--- src/rtl/addsub_arbiter_if.sv ---
// Requester, response and shared adder/subtracter signals of addsub_arbiter.
// The arbiter takes the slave modport; the environment (requesters and the shared unit) takes master.
interface addsub_arbiter_if #(
   parameter int WIDTH = 4,
   parameter int NREQ  = 4
);
   logic [NREQ-1:0]       req_valid;
   logic [NREQ-1:0]       req_ready;
   logic [NREQ*WIDTH-1:0] req_a;
   logic [NREQ*WIDTH-1:0] req_b;
   logic [NREQ-1:0]       req_sub;
   logic [NREQ-1:0]       rsp_valid;
   logic [NREQ-1:0]       rsp_ready;
   logic [WIDTH-1:0]      rsp_sum;
   logic                  rsp_v;
   logic [WIDTH-1:0]      au_a;
   logic [WIDTH-1:0]      au_b;
   logic                  au_s;
   logic [WIDTH-1:0]      au_sum;
   logic                  au_v;

   modport master (
      output req_valid, req_a, req_b, req_sub, rsp_ready, au_sum, au_v,
      input  req_ready, rsp_valid, rsp_sum, rsp_v, au_a, au_b, au_s
   );

   modport slave (
      input  req_valid, req_a, req_b, req_sub, rsp_ready, au_sum, au_v,
      output req_ready, rsp_valid, rsp_sum, rsp_v, au_a, au_b, au_s
   );
endinterface

--- src/rtl/addsub_arbiter.sv ---
// Round-robin time-sharing of one external adder/subtracter among NREQ requesters; accept -> rsp_valid in 2 cycles.
// Optional ADDSUB_ARB_STATS_EN adds saturating op_count/ovf_count outputs.
module addsub_arbiter #(
   parameter int WIDTH = 4,
   parameter int NREQ  = 4
) (
   input  logic                clk,
   input  logic                rst,
   addsub_arbiter_if.slave     bus
`ifdef ADDSUB_ARB_STATS_EN
   ,
   output logic [15:0]         op_count,
   output logic [15:0]         ovf_count
`endif
);
   localparam int IW = $clog2(NREQ);

   typedef enum logic [1:0] {IDLE, EXEC, RESP} state_t;

   state_t           state;
   logic [IW-1:0]    last_grant;
   logic [IW-1:0]    grant;
   logic [IW-1:0]    pick;
   logic             found;
   logic [NREQ-1:0]  pick_oh;
   logic [NREQ-1:0]  grant_oh;
   logic [WIDTH-1:0] sel_a;
   logic [WIDTH-1:0] sel_b;
   logic             sel_sub;
   logic             done;

   // Scan distances from NREQ down to 1 so the nearest requester after last_grant wins.
   always_comb begin
      found = 1'b0;
      pick  = '0;
      for (int k = NREQ; k >= 1; k--) begin
         for (int i = 0; i < NREQ; i++) begin
            if (bus.req_valid[i] && (((int'(last_grant) + k) % NREQ) == i)) begin
               found = 1'b1;
               pick  = IW'(i);
            end
         end
      end
   end

   always_comb begin
      sel_a    = '0;
      sel_b    = '0;
      sel_sub  = 1'b0;
      pick_oh  = '0;
      grant_oh = '0;
      done     = 1'b0;
      for (int i = 0; i < NREQ; i++) begin
         pick_oh[i]  = found && (pick == IW'(i));
         grant_oh[i] = (grant == IW'(i));
         if (pick == IW'(i)) begin
            sel_a   = bus.req_a[i*WIDTH +: WIDTH];
            sel_b   = bus.req_b[i*WIDTH +: WIDTH];
            sel_sub = bus.req_sub[i];
         end
         if ((state == RESP) && (grant == IW'(i)) && bus.rsp_ready[i])
            done = 1'b1;
      end
   end

   assign bus.req_ready = ((state == IDLE) && !rst) ? pick_oh : '0;

   always_ff @(posedge clk or posedge rst) begin
      if (rst) begin
         state         <= IDLE;
         last_grant    <= IW'(NREQ - 1);
         grant         <= '0;
         bus.rsp_valid <= '0;
         bus.rsp_sum   <= '0;
         bus.rsp_v     <= 1'b0;
         bus.au_a      <= '0;
         bus.au_b      <= '0;
         bus.au_s      <= 1'b0;
      end else begin
         case (state)
            IDLE: begin
               if (found) begin
                  bus.au_a <= sel_a;
                  bus.au_b <= sel_b;
                  bus.au_s <= sel_sub;
                  grant    <= pick;
                  state    <= EXEC;
               end
            end
            EXEC: begin
               bus.rsp_sum   <= bus.au_sum;
               bus.rsp_v     <= bus.au_v;
               bus.rsp_valid <= grant_oh;
               state         <= RESP;
            end
            RESP: begin
               // The pointer advances only on completion, so the next scan starts after this owner.
               if (done) begin
                  bus.rsp_valid <= '0;
                  last_grant    <= grant;
                  state         <= IDLE;
               end
            end
            default: state <= IDLE;
         endcase
      end
   end

`ifdef ADDSUB_ARB_STATS_EN
   always_ff @(posedge clk or posedge rst) begin
      if (rst) begin
         op_count  <= '0;
         ovf_count <= '0;
      end else if (done) begin
         if (op_count != 16'hFFFF)
            op_count <= op_count + 16'd1;
         if (bus.rsp_v && (ovf_count != 16'hFFFF))
            ovf_count <= ovf_count + 16'd1;
      end
   end
`endif
endmodule

--- src/flat_wrapper.sv ---
// flat-port wrapper written by rule: the top's interface ports become plain ports
module addsub_arbiter_flat 
#(
   parameter int WIDTH = 4,
   parameter int NREQ  = 4
)
  (clk, rst, bus_req_valid, bus_req_a, bus_req_b, bus_req_sub, bus_rsp_ready, bus_au_sum, bus_au_v, bus_req_ready, bus_rsp_valid, bus_rsp_sum, bus_rsp_v, bus_au_a, bus_au_b, bus_au_s);
  addsub_arbiter_if #(.WIDTH(WIDTH), .NREQ(NREQ)) bus_i ();
  input  logic clk;
  input  logic rst;
  input wire logic [$bits(bus_i.req_valid)-1:0] bus_req_valid;
  input wire logic [$bits(bus_i.req_a)-1:0] bus_req_a;
  input wire logic [$bits(bus_i.req_b)-1:0] bus_req_b;
  input wire logic [$bits(bus_i.req_sub)-1:0] bus_req_sub;
  input wire logic [$bits(bus_i.rsp_ready)-1:0] bus_rsp_ready;
  input wire logic [$bits(bus_i.au_sum)-1:0] bus_au_sum;
  input wire logic [$bits(bus_i.au_v)-1:0] bus_au_v;
  output wire logic [$bits(bus_i.req_ready)-1:0] bus_req_ready;
  output wire logic [$bits(bus_i.rsp_valid)-1:0] bus_rsp_valid;
  output wire logic [$bits(bus_i.rsp_sum)-1:0] bus_rsp_sum;
  output wire logic [$bits(bus_i.rsp_v)-1:0] bus_rsp_v;
  output wire logic [$bits(bus_i.au_a)-1:0] bus_au_a;
  output wire logic [$bits(bus_i.au_b)-1:0] bus_au_b;
  output wire logic [$bits(bus_i.au_s)-1:0] bus_au_s;
  assign bus_i.req_valid = bus_req_valid;
  assign bus_i.req_a = bus_req_a;
  assign bus_i.req_b = bus_req_b;
  assign bus_i.req_sub = bus_req_sub;
  assign bus_i.rsp_ready = bus_rsp_ready;
  assign bus_i.au_sum = bus_au_sum;
  assign bus_i.au_v = bus_au_v;
  assign bus_req_ready = bus_i.req_ready;
  assign bus_rsp_valid = bus_i.rsp_valid;
  assign bus_rsp_sum = bus_i.rsp_sum;
  assign bus_rsp_v = bus_i.rsp_v;
  assign bus_au_a = bus_i.au_a;
  assign bus_au_b = bus_i.au_b;
  assign bus_au_s = bus_i.au_s;
  addsub_arbiter #(.WIDTH(WIDTH), .NREQ(NREQ)) u_core (.clk(clk), .rst(rst), .bus(bus_i));
endmodule
--- config.mk ---
export PLATFORM = sky130hd
export DESIGN_NAME = addsub_arbiter_flat
export DESIGN_NICKNAME = d
export VERILOG_FILES = /design/src/rtl/addsub_arbiter_if.sv /design/src/rtl/addsub_arbiter.sv /design/src/flat_wrapper.sv
export SDC_FILE = /design/constraint.sdc
export NUM_CORES = 1
export LEC_CHECK = 0
export ABC_AREA = 1
export BUFFER_PORTS_ARGS = -buffer_cell sky130_fd_sc_hd__buf_2
export CAP_MARGIN = 20
export CELL_PAD_IN_SITES_DETAIL_PLACEMENT = 1
export CELL_PAD_IN_SITES_GLOBAL_PLACEMENT = 1
export CORE_ASPECT_RATIO = 1.2
export CORE_MARGIN = 8
export CORE_UTILIZATION = 32
export CTS_CLUSTER_DIAMETER = 100
export DETAILED_ROUTE_END_ITERATION = 16
export HOLD_SLACK_MARGIN = 0.15
export PLACE_DENSITY = 0.77
export SLEW_MARGIN = 10
export SYNTH_ARGS = -nofsm -noshare
export SYNTH_HDL_FRONTEND = slang
export SYNTH_SLANG_ARGS = --single-unit
--- constraint.sdc ---
create_clock -name clk -period 2.7 [get_ports clk]
set_clock_uncertainty 0.05 [all_clocks]
set_input_delay 0.405 -clock clk [delete_from_list [all_inputs] [get_ports clk]]
set_output_delay 0.405 -clock clk [all_outputs]
set_load 0.01 [all_outputs]
==> results by group <==
Finish
  • Area occupied by multi-input gates: 893 µm²
  • Fin cells: 358
  • Ant diodes: 0
  • Storage cell area: 603 µm²
  • Cell area after layout: 2240 µm²
  • # fillers: 641
  • Nets: 350
  • Core Util, Final: 0.463
  • Share of cells above drive strength 1: 0.446
  • Area growth syn-to-layout: 42.4%

Timing
  • Final Hold Vio Count: 0
  • Setup-failing EPs final: 0
  • Crit share post-route: 0.972
  • Max-slew violations: 0
  • Unrepaired setup endpoints after global routing: yes
  • Slew headroom: 0.672
  • Peak Freq: 0.381 GHz
  • Actual transition at the worst max-transition pin: 0.490 ns
  • Post-route minimum period: 2.62 ns

Clocking
  • Clock latency on the worst-skew pair: 0.25 ns
  • Maximum clock path buffer count: 2
  • Sink Count: 24
  • CTS Hold Bufs: 0
  • CTS buffer count: 3
  • H-Tree Depth: 1
  • Clock slew at reported path FFs: 0.08 ns
  • TritonCTS clock tree: yes
  • Root buffer cell: clkbuf_8

Global route
  • Global route overflow: 0
  • Largest net degree at the start of global routing: 25
  • Initial antenna violation count: 0
  • GRT Overall Usage: 0.143
  • Vias in the first global route: 1889
  • First-pass GRT wire length: 8830 µm

Worst setup path
  • CP endpoint kind: primary output
  • Buf/Inv on CP: 3
  • Worst path cell trace: buf_6 -> inv_2 -> nand3_1 -> nand2_1 -> or4_1 -> o21ai_4 -> nor4_2 -> buf_2
  • Max FO, Critical Path: 8
  • Data arrival, critical path: 2.17 ns
  • Setup CP Type: reg -> out
  • WP data required: 2.25 ns
  • Crit-path slowest cell: dfstp_2
  • CP delay by family, top: simple AND/OR/NAND/NOR gates
  • Largest stage delay, worst path: 0.63 ns
  • Startpoint Class: flop

Place
  • HPWL Detailed: 4260 µm
  • Port Buffer Count: 72
  • Placed Instances: 336
  • Placed inst area: 1980 µm²
  • Routability cong.: 0.794

Pwr
  • Comb pwr share: 0.709
  • Pleak: 1.21 nW
  • Sw Ratio: 0.487
  • Net Sw Power: 1.48 mW
  • Maximum VDD drop: 0.000546 V
  • Clock power share: 0.071
  • Power Density: 1350 nW/µm²
  • Internal power: 1.55 mW
  • Final Power: 3.03 mW
  • Sequential Power Share: 0.221

Die
  • Row cnt: 28
  • Initial Util: 0.325
  • Die H: 92.8 µm
  • Ports: 73
  • DIE AREA: 7420 µm²
  • Core ar.: 4830 µm²
  • Chip width: 80.0 µm

Synth
  • Leading area contributor after synthesis: dfrtp_1
  • Post-synth EDFFs: 0
  • Async set-reset flop share out of synthesis: 1.00
  • Post-synthesis cell area: 1570 µm²
  • Cell variety after synth: 30
  • Top post-synthesis cells by area: dfrtp_1, nand2_1, nand3_1
  • Mapped Nets: 259
  • Yosys warns: 0
  • FF+latch count, synth: 24
  • Yosys top cell area share: 0.350
  • Register area share after synthesis: 0.384
  • Cells after Synth: 208
  • Synthesized area per cell: 7.56 µm²
  • Ys flop type: dfrtp_1

Route
  • Vias per std cell: 4.91
  • DRC viols: 0
  • Post-route ant nets: 0
  • DRT iter0 DRCs: 60
  • First-pass detailed-route iteration total: 4
  • WL final: 5380 µm
  • Via count: 1757
  • Routed length per instance: 15.0 µm

Run
  • Max_cap viols: 0

Worst hold path
  • HP Class: in -> async

Outcome
  • Status: complete, no violations
==> worst register-to-register path, cell delays in order (launching register included) <==
cell and delay (ns):
dfstp_2 0.63, buf_6 0.12, inv_2 0.05, nand3_1 0.09, nand2_1 0.08, or4_1 0.55
o21ai_4 0.18, buf_4 0.22, inv_2 0.15, o21ai_0 0.11, inv_1 0.05, nand2_1 0.06
nand2_1 0.04
==> routing by layer <==
metal | part of all wire | wire [µm] | up-vias | global-route usage
met2 | 0.49 | 2630 | 50 | 0.246
met4 | 0 | 0 | 0 | 0.00456
met3 | 0.063 | 338 | 0 | 0.0388
met5 | 0 | 0 | - | 0
li1 | - | - | 885 | -
met1 | 0.45 | 2410 | 822 | 0.181
==> power by group through the flow <==
stage	combinational [mW]	sequential (mW)	clock, mW
floorplan	1.26	0.706	0
global placement	1.72	0.680	0
detailed placement	1.76	0.690	0
CTS	1.89	0.666	0.220
global route	2.40	0.696	0.234
finish	2.15	0.669	0.214
==> worst paths after layout <==
kind	startpoint	to	slack, ns	cells after the start
worst min-delay path	rst	u_core.bus.au_a[2]	0.19	3
max in group asynchronous	rst	u_core.last_grant[0]	2.11	3
worst min register to register	u_core.bus.au_s	u_core.bus.au_s	0.43	2
worst max-delay path	u_core.last_grant[0]	bus_req_ready[0]	0.08	8
min in group clk	bus_au_sum[0]	u_core.bus.rsp_sum[0]	0.31	2
worst max register to register	u_core.last_grant[0]	u_core.bus.au_b[3]	0.20	12
==> repair_timing <==
item                       in CTS  in global routing
setup endpoints to repair       4                  4
setup buffers                   7                 11
pin swaps                       1                  3
resized for setup               2                 13
==> metrics by stage <==
step / TNS [ns] / hold slack (ns) / worst slack, ns
5_1_grt: -0.142 / 0.212 / -0.0604
3_3_place_gp: 0 / 0.408 / 0.210
4_1_cts: 0 / 0.193 / 0.0355
2_1_floorplan: 0 / 0.377 / 0.262
3_5_place_dp: 0 / 0.414 / 0.158
6_report: 0 / 0.191 / 0.0754
==> sequential cells by signal, summed over array words and instances (netlist names) <==
name                  cells
u_core.bus.au_a           4
u_core.bus.au_b           4
u_core.bus.au_s           1
u_core.bus.rsp_sum        4
u_core.bus.rsp_v          1
u_core.bus.rsp_valid      4
u_core.grant              2
u_core.last_grant         2
u_core.state              2
==> cell families (layout without fill, tap and decap cells) <==
| group | Yosys count | in the layout | share of synthesized area |
|---|---|---|---|
| buffers and inverters | 28 | 118 | 0.0876 |
| AOI/OAI and AO/OA | 26 | 26 | 0.112 |
| muxes | 5 | 5 | 0.0358 |
| DFF | 24 | 24 | 0.384 |
| and+or+nand+nor | 125 | 125 | 0.381 |
==> cell usage in the layout (no fill, tap or decap), types with 2 or more instances in the layout <==
cell type | synthesis | layout
buf_2 | 2 | 71
nand2_1 | 64 | 64
nand3_1 | 32 | 29
buf_4 | 2 | 22
dfrtp_1 | 22 | 22
nand4_1 | 14 | 14
inv_1 | 13 | 13
o21ai_2 | 8 | 7
o21ai_0 | 7 | 7
inv_2 | 5 | 5
nand3_2 | 1 | 4
o21ai_1 | 4 | 4
o31ai_1 | 4 | 4
mux2_2 | 4 | 4
nor2_1 | 5 | 3
clkbuf_8 | 0 | 3
buf_6 | 3 | 3
nand2_8 | 1 | 2
nor2_2 | 1 | 2
dfstp_2 | 2 | 2
==> cells in the mapped netlist, types with 4 or more instances <==
library cell  number
dfrtp_1           22
inv_2              5
inv_1             13
nand4_1           14
nand3_1           32
o21ai_0            7
o21ai_1            4
mux2_2             4
nand2_1           64
o31ai_1            4
nor2_1             5
o21ai_2            8
==> layout make-up <==
type,count,area share
inverter,18,0.0302
tap,60,0.0335
clock buffer,4,0.0201
timing repair buffer,96,0.248
sequential,24,0.269
multi-input combinational,156,0.399
Note: power is estimated with default switching activity, not from simulation.
